`src/rtl/viterbi_decoder2.sv`:
```
// Hard-decision Viterbi decoder for the rate-1/2, 8-state code.
// Register-exchange survivors, subtract-minimum metrics, and a flush of pending bits at end of frame.
module viterbi_decoder2 #(
  parameter int unsigned TB_DEPTH = 16,
  parameter int unsigned PM_W     = 5
) (
  input  logic       clk,
  input  logic       rst,
  input  logic       enable_i,
  input  logic [1:0] d_in,
  output logic       ready_o,
  output logic       valid_o,
  output logic       d_out
);

  localparam int unsigned    CW      = $clog2(TB_DEPTH);
  localparam logic [CW-1:0]  CNT_MAX = CW'(TB_DEPTH - 1);
  localparam logic [PM_W-1:0] PM_MAX = '1;

  typedef enum logic [1:0] {IDLE, RUN, FLUSH} state_t;

  state_t                r_state;
  logic                  r_valid;
  logic                  r_dout;
  logic                  r_ready;
  logic [CW-1:0]         r_count;
  logic [2:0]            r_best;
  logic [PM_W-1:0]       r_pm   [8];
  logic [TB_DEPTH-1:0]   r_surv [8];

  logic [PM_W-1:0]       w_c0       [8];
  logic [PM_W-1:0]       w_c1       [8];
  logic [PM_W-1:0]       w_pm_raw   [8];
  logic [PM_W-1:0]       w_pm_norm  [8];
  logic [TB_DEPTH-1:0]   w_surv_new [8];
  logic [7:0]            w_sel;
  logic [PM_W-1:0]       w_min;
  logic [2:0]            w_best;

  function automatic logic [2:0] f_pred(input logic [2:0] ns, input logic x);
    return {ns[1], ns[0], x};
  endfunction

  function automatic logic f_bit(input logic [2:0] ns, input logic x);
    return ns[2] ^ ns[0] ^ x;
  endfunction

  function automatic logic [1:0] f_exp(input logic [2:0] ns, input logic x);
    logic b;
    b = f_bit(ns, x);
    return {b ^ ns[1] ^ ns[0], b};
  endfunction

  function automatic logic [PM_W-1:0] f_cand(input logic [PM_W-1:0] pm,
                                             input logic [1:0] sym,
                                             input logic [1:0] expd);
    logic [1:0]      d;
    logic [PM_W+1:0] s;
    d = sym ^ expd;
    s = {2'b00, pm} + {{PM_W{1'b0}}, 1'b0, d[1]} + {{PM_W{1'b0}}, 1'b0, d[0]};
    return (s > {2'b00, PM_MAX}) ? PM_MAX : s[PM_W-1:0];
  endfunction

  // Add-compare-select for all eight states; ties resolve to the x=0 predecessor.
  always_comb begin
    w_sel = '0;
    for (int unsigned i = 0; i < 8; i++) begin
      w_c0[i]       = f_cand(r_pm[f_pred(3'(i), 1'b0)], d_in, f_exp(3'(i), 1'b0));
      w_c1[i]       = f_cand(r_pm[f_pred(3'(i), 1'b1)], d_in, f_exp(3'(i), 1'b1));
      w_sel[i]      = (w_c1[i] < w_c0[i]);
      w_pm_raw[i]   = w_sel[i] ? w_c1[i] : w_c0[i];
      w_surv_new[i] = {r_surv[f_pred(3'(i), w_sel[i])][TB_DEPTH-2:0], f_bit(3'(i), w_sel[i])};
    end
  end

  always_comb begin
    w_min  = w_pm_raw[0];
    w_best = '0;
    for (int unsigned i = 1; i < 8; i++) begin
      if (w_pm_raw[i] < w_min) begin
        w_min  = w_pm_raw[i];
        w_best = 3'(i);
      end
    end
    for (int unsigned i = 0; i < 8; i++) begin
      w_pm_norm[i] = w_pm_raw[i] - w_min;
    end
  end

  always_ff @(posedge clk or negedge rst) begin
    if (!rst) begin
      r_state <= IDLE;
      r_valid <= 1'b0;
      r_dout  <= 1'b0;
      r_ready <= 1'b1;
      r_count <= '0;
      r_best  <= '0;
      for (int unsigned i = 0; i < 8; i++) begin
        r_pm[i]   <= (i == 0) ? '0 : PM_MAX;
        r_surv[i] <= '0;
      end
    end else begin
      r_valid <= 1'b0;
      case (r_state)
        IDLE: begin
          if (enable_i) begin
            r_pm    <= w_pm_norm;
            r_surv  <= w_surv_new;
            r_best  <= w_best;
            r_count <= CW'(1);
            r_state <= RUN;
          end
        end
        RUN: begin
          if (enable_i) begin
            r_pm   <= w_pm_norm;
            r_surv <= w_surv_new;
            r_best <= w_best;
            // Count saturation marks the point where the survivor tail becomes final.
            if (r_count == CNT_MAX) begin
              r_valid <= 1'b1;
              r_dout  <= w_surv_new[w_best][TB_DEPTH-1];
            end else begin
              r_count <= r_count + CW'(1);
            end
          end else if (r_count == '0) begin
            r_state <= IDLE;
            for (int unsigned i = 0; i < 8; i++) begin
              r_pm[i]   <= (i == 0) ? '0 : PM_MAX;
              r_surv[i] <= '0;
            end
          end else begin
            r_state <= FLUSH;
            r_ready <= 1'b0;
          end
        end
        FLUSH: begin
          r_valid <= 1'b1;
          r_dout  <= r_surv[r_best][r_count - CW'(1)];
          r_count <= r_count - CW'(1);
          if (r_count == CW'(1)) begin
            r_state <= IDLE;
            r_ready <= 1'b1;
            for (int unsigned i = 0; i < 8; i++) begin
              r_pm[i]   <= (i == 0) ? '0 : PM_MAX;
              r_surv[i] <= '0;
            end
          end
        end
        default: begin
          r_state <= IDLE;
          r_ready <= 1'b1;
        end
      endcase
    end
  end

  assign ready_o = r_ready;
  assign valid_o = r_valid;
  assign d_out   = r_dout;

endmodule

```
`config.mk`:
```
export PLATFORM = sky130hd
export DESIGN_NAME = viterbi_decoder2
export DESIGN_NICKNAME = d
export VERILOG_FILES = /design/src/rtl/viterbi_decoder2.sv
export SDC_FILE = /design/constraint.sdc
export NUM_CORES = 1
export LEC_CHECK = 0
export CAP_MARGIN = 20
export CORE_MARGIN = 3
export CORE_UTILIZATION = 35
export DETAILED_ROUTE_END_ITERATION = 8
export PLACE_DENSITY = 0.5
export SYNTH_ARGS = -nofsm -noshare
export SYNTH_HDL_FRONTEND = slang
export SYNTH_SLANG_ARGS = --single-unit
```
`constraint.sdc`:
```
create_clock -name clk -period 13.3 [get_ports clk]
set_clock_uncertainty 0.05 [all_clocks]
set_input_delay 2.66 -clock clk [delete_from_list [all_inputs] [get_ports clk]]
set_output_delay 2.66 -clock clk [all_outputs]
set_load 0.01 [all_outputs]
```
Word level (Yosys, flattened, before mapping):

Index checks and enable logic that the tools add are counted.

* bits of input ports: 5
* latch bits: 0
* bits in registers: 180
* memories kept: 0
* memory bits (read-only): 0
* RAM bits: 0

* reductions and logical operators: 11
* add/subtract/negate cells: 42
* shift-type cells: 0
* multiplexer cells: 99
* $lt $le $gt $ge: 42
* $mul: 0
* bitwise gates (word level): 18
* equal/unequal tests: 12
* div/mod/pow operators: 0

Operator list (number)
* $mux W128: 4
* $bmux W16 S3: 10
* $pmux W128 S3: 1
* $mux W15: 16
* $mux W40: 4
* $mux W5: 31
* $pmux W40 S3: 1
* $add A6 B1 Y7: 16
* $gt A7 B5 Y1 const B: 16
* $add A5 B1 Y6: 16
* $lt A5 B5 Y1: 15
* $mux W16: 4
* $ge A4 B4 Y1 const B: 10
* $sub A5 B5 Y5: 8
* $not A3 Y4: 6
* $mux W3: 6
* $ne A2 B2 Y1 const B: 7
* $mux W4: 3
* $pmux W4 S3: 1
* $reduce_and A4 Y1: 3
* $mux W1: 9
* $mux W2: 4
* $not A1 Y4: 2
* $not A2 Y4: 2
* other kinds (21): 29

Longest topological paths before layout:

* word-level depth: 28
* mapped depth: 78

Worst setup path before layout:

No wires, ideal clock.

* kind: input port to flip-flop
* start: in d_in[1]
* end: reg r_pm[4] (netlist bit)
* path slack: -3.322 ns
* stages: 61
* arrival: 16.493 ns
* path through: inv_1 fa_1 ha_1 a31oi_1 a41o_1 inv_1 ha_1 o2111ai_1 o21ai_0 clkbuf_1 mux2i_1 ha_1 a21oi_1 o21ai_0 nand2b_1 o21ai_4 mux2i_1 ha_1 [... 25 more ...] and3_1 o21ai_0 o21a_1 buf_6 o32ai_4 buf_4 inv_1 ha_1 a21o_1 a21oi_1 nand2_1 o21a_1 and2_1 buf_2 o21ai_0 ha_1 or4_1 a41o_1

* longest elaborated chain between the ends: 24
* elaborated cells on any way between the ends: 100

Ends and longest elaborated chain
* from (decl): line 10 `input logic [1:0] d_in,`
* $not A1 Y1 (no line) / $not A2 Y2 (equally long branches)
* $add A5 B1 Y6: line 60 `s = {2'b00, pm} + {{PM_W{1'b0}}, 1'b0, d[1]} + {{PM_W{1'b0}}, 1'b0, d[0]};`
* $add A6 B1 Y7: line 60
* $gt A7 B5 Y1: line 61 `return (s > {2'b00, PM_MAX}) ? PM_MAX : s[PM_W-1:0];`
* $mux W5: line 61
* $lt A5 B5 Y1: line 70 `w_sel[i] = (w_c1[i] < w_c0[i]);`
* $mux W5: line 71 `w_pm_raw[i] = w_sel[i] ? w_c1[i] : w_c0[i];`
* $lt A5 B5 Y1: line 80 `if (w_pm_raw[i] < w_min) begin`
* [... 8 more ...]
* $mux W5: line 80
* $lt A5 B5 Y1: line 80
* $mux W5: line 80
* $lt A5 B5 Y1: line 80
* $mux W5: line 80
* $sub A5 B5 Y5 *: line 86 `w_pm_norm[i] = w_pm_raw[i] - w_min;`
* $mux W40, on equally long branches: line 115, 106
* $pmux W40 S3 *: line 104 `case (r_state)`
* to (signal, indexed assignment): line 99 `r_pm[i] <= (i == 0) ? '0 : PM_MAX;`
* to (signal assigned): line 107 `r_pm <= w_pm_norm;`
* to (signal assigned): line 116 `r_pm <= w_pm_norm;`
* to (decl): line 28 `logic [PM_W-1:0] r_pm [8];`

Every way passes the cells marked *; elsewhere a longest branch is shown, timed or not. The select of a mux whose other input is x is not followed.
A chain may end at the register's enable or synchronous reset.

Final worst setup path:

* start: in d_in[1]
* end: reg r_pm[19] (netlist bit)

The elaborated chain is that of the path after synthesis.

==> flow_summary.rst <==
.. list-table::
   :header-rows: 1

   * - Metric
     - Value
   * - Status
     - finished, violations left
   * - Failing checks
     - negative setup slack
   * - Commonest non-fill, non-tap cells in the layout
     - sky130_fd_sc_hd__buf_4, sky130_fd_sc_hd__nand2_1, sky130_fd_sc_hd__o21ai_0
   * - Final worst slack
     - -0.750 ns
   * - Most frequent CP cell
     - sky130_fd_sc_hd__ha_4
   * - Dominant register cell in the synthesized netlist
     - sky130_fd_sc_hd__dfrtp_1
   * - Die footprint
     - 46300 sq um
   * - Detailed placer's ending HPWL
     - 33900 um
   * - Clock transition at the registers of the reported paths
     - 0.07 ns
   * - Routability Congestion
     - about 0.84
   * - Family with the most delay on the worst path
     - compound AO/OA/AOI/OAI gates
   * - Worst rel slew slack
     - 0.0232
   * - Mean Syn Cell Area
     - approximately 9 sq um
   * - Die W
     - 215 um
   * - Number of buffers on the longest clock path
     - 2
   * - Distinct cell type count after synthesis
     - just under 90
   * - Setup repair after global routing missed its margin
     - true
   * - Category of the most critical setup path
     - in -> reg
   * - Average routed wire per standard cell
     - approximately 19 um
   * - Final hold vios
     - 0
   * - Total of max-cap violations
     - 0
   * - Share of flip-flops with an asynchronous set or reset
     - 1.00
   * - Yosys synthesis warning count
     - 0
   * - Clock tree root buffer cell
     - sky130_fd_sc_hd__clkbuf_16
   * - Standard cell with the maximum stage delay on the critical path
     - sky130_fd_sc_hd__ha_1
   * - Count of H-tree levels built during CTS
     - 4
   * - Class of the tightest hold or removal check
     - reg -> reg
   * - Share of the synthesized area in the top cell type
     - 0.235
   * - Post-synth net total
     - 1828
   * - Number of port buffers
     - 7
   * - Endpoints failing setup
     - 41
   * - Nets
     - approximately 2100
   * - Global-route usage over all layers
     - 0.206
   * - 1st-iter DRT viols
     - 716
   * - Antenna violations before repair
     - 0
   * - Final number of max-transition violations
     - 0
   * - Total congestion overflow after global routing
     - 0
   * - Placement row count
     - 76
   * - I/O pin count
     - 8
   * - TritonCTS clock tree
     - yes
   * - Largest fanout on the critical path
     - 6
   * - Final wirelength
     - slightly below 50000 um
   * - Number of instances in the synthesized netlist
     - between 1500 and 2000
   * - Antenna-violating nets left
     - 0
   * - Die boundary height
     - between 200 and 250 um
   * - Post-synth top area cell
     - sky130_fd_sc_hd__dfrtp_1
   * - Ratio of final minimum period to clock period
     - 1.06
   * - FMAX
     - 71.2 MHz
   * - Clock latency on the worst-skew pair
     - roughly 0.45 ns
   * - Type of origin of the critical path
     - input pin
   * - Effective utilization at floorplan
     - 0.355
   * - Core Footprint
     - 43200 sq um
   * - Top cells by area in the synthesized netlist
     - sky130_fd_sc_hd__dfrtp_1, sky130_fd_sc_hd__mux2i_1, sky130_fd_sc_hd__ha_1
   * - Vias per cell
     - between 5 and 6
   * - Final Instance Count excl. Fillers
     - about 2600
   * - Commonest non-fill, non-tap cell in the layout
     - sky130_fd_sc_hd__buf_4
   * - Number of global-route vias before repair
     - ~14000
   * - CTS Sinks
     - 180
   * - Count of flip-flops with a built-in enable after synthesis
     - 0
   * - Post-synthesis cell area
     - approximately 15000 sq um
   * - Largest stage delay on the critical path
     - 0.39 ns
   * - Synthesis-to-finish area growth
     - 33.7%
   * - Register area share after synthesis
     - 0.297
   * - Flip-flop and latch count after synthesis
     - 180
   * - Placed Instances
     - 2443
   * - Slew at the pin closest to its max-slew limit
     - 1.45 ns
   * - WP data required
     - approximately 14 ns
   * - First-pass iteration count of the detailed router
     - 5
   * - Worst setup EP type
     - register
   * - Final critical path time including I/O delays and setup
     - ~14 ns
   * - Buffers plus inverters on the worst setup path
     - 12
   * - Ratio of cells with drive above 1 in the final layout
     - 0.360
   * - Crit path DAT
     - 14.37 ns
   * - Remaining design rule violation count
     - 0
   * - Global-route wire length before repair
     - slightly below 80000 um
   * - Maximum number of pins on one net before global-route repair
     - between 100 and 150
   * - CTS Buf Count
     - 17
   * - Vias
     - ~14000
-- worst register-to-register path, delay by kind of cell (launching register included) --
kind | cells | cell delay [ns]
AO/OA/AOI/OAI | 27 | 4.35
XOR/XNOR | 1 | 0.13
adder cells (fa/ha/maj) | 12 | 2.81
buffers and inverters | 11 | 1.18
flip-flops | 1 | 0.56
multiplexers | 4 | 1.01
AND/OR/NAND/NOR | 13 | 2.10
-- cell families (layout without fill, tap and decap cells) --
family	count (synthesis)	in the layout	synth area share
AND/OR/NAND/NOR	484	484	0.141
XOR/XNOR	51	51	0.0292
flip-flops	180	180	0.297
buffers and inverters	179	451	0.0450
other	0	1	0
AO/OA/AOI/OAI	457	457	0.195
adder cells (fa/ha/maj)	131	131	0.116
multiplexers	213	213	0.176
-- cell type report --
class | instances | area, sq um
well taps | 585 | 732
inverters | 85 | 333
repair buffers | 336 | 2710
fillers | 4095 | 22700
flip-flops and latches | 180 | 4550
clock inverters | 12 | 170
diodes | 1 | 2.50
multi-input cells | 1336 | 11500
clock buffers | 18 | 439
-- per-stage QoR --
stage	cell area, sq um	TNS [ns]	util	setup WS (ns)	hold slack [ns]
detailed placement	18200	-75.96	0.422	-2.14	0.424
floorplan	15800	-36.16	-	-1.25	0.395
finish	20500	-17.73	0.474	-0.750	0.428
CTS	19800	-17.31	0.459	-0.756	0.437
global placement	18200	-62.95	0.422	-1.85	0.416
global route	20500	-37.85	0.474	-1.24	0.468
-- Yosys cell counts, types with 21 or more instances --
cell,instances
sky130_fd_sc_hd__nand2_1,272
sky130_fd_sc_hd__o21ai_0,217
sky130_fd_sc_hd__mux2i_1,153
sky130_fd_sc_hd__dfrtp_1,144
sky130_fd_sc_hd__ha_1,108
sky130_fd_sc_hd__inv_1,85
sky130_fd_sc_hd__clkbuf_1,73
sky130_fd_sc_hd__a21oi_1,61
sky130_fd_sc_hd__nor2_1,56
sky130_fd_sc_hd__nand3_1,48
sky130_fd_sc_hd__mux4_2,42
sky130_fd_sc_hd__dfstp_2,36
sky130_fd_sc_hd__xnor2_1,32
sky130_fd_sc_hd__nor3_1,22
sky130_fd_sc_hd__nand2b_1,21
-- final timing paths --
kind,start,end,slack (ns),cells after the start
setup / recovery,d_in[1],r_pm[19],-0.75,69
hold / removal,ready_o,ready_o,0.43,2
setup reg to reg,r_pm[30],r_pm[19],1.05,68
hold reg to reg,ready_o,ready_o,0.43,2
max in group asynchronous,rst,r_surv[121],9.46,2
min in group asynchronous,rst,r_surv[23],2.30,1
-- timing repair --
item / in CTS / in global routing
endpoints found under the hold margin: 0 / 0
gates resized for setup: 147 / 107
setup buffers: 60 / 27
setup endpoints to repair: 44 / 44
hold buffers: 0 / 0
pin swaps: 105 / 91
-- sequential cells by signal (all words and copies together), names as in the netlist --
name and cells:
r_pm 40, r_state 2, r_best 3, r_surv 128, ready_o 1, r_count 4
valid_o 1, d_out 1
-- routing by layer --
metal	vias up	GRT usage	routed length, um
li1	6642	-	-
met1	6898	0.294	23300
met2	206	0.333	22900
met3	37	0.0276	1540
met4	0	0.0520	633
met5	-	0	0
Power is left out: the tool's default activity adds up to more than one toggle a clock period on the data nets, which glitch-free logic cannot reach.
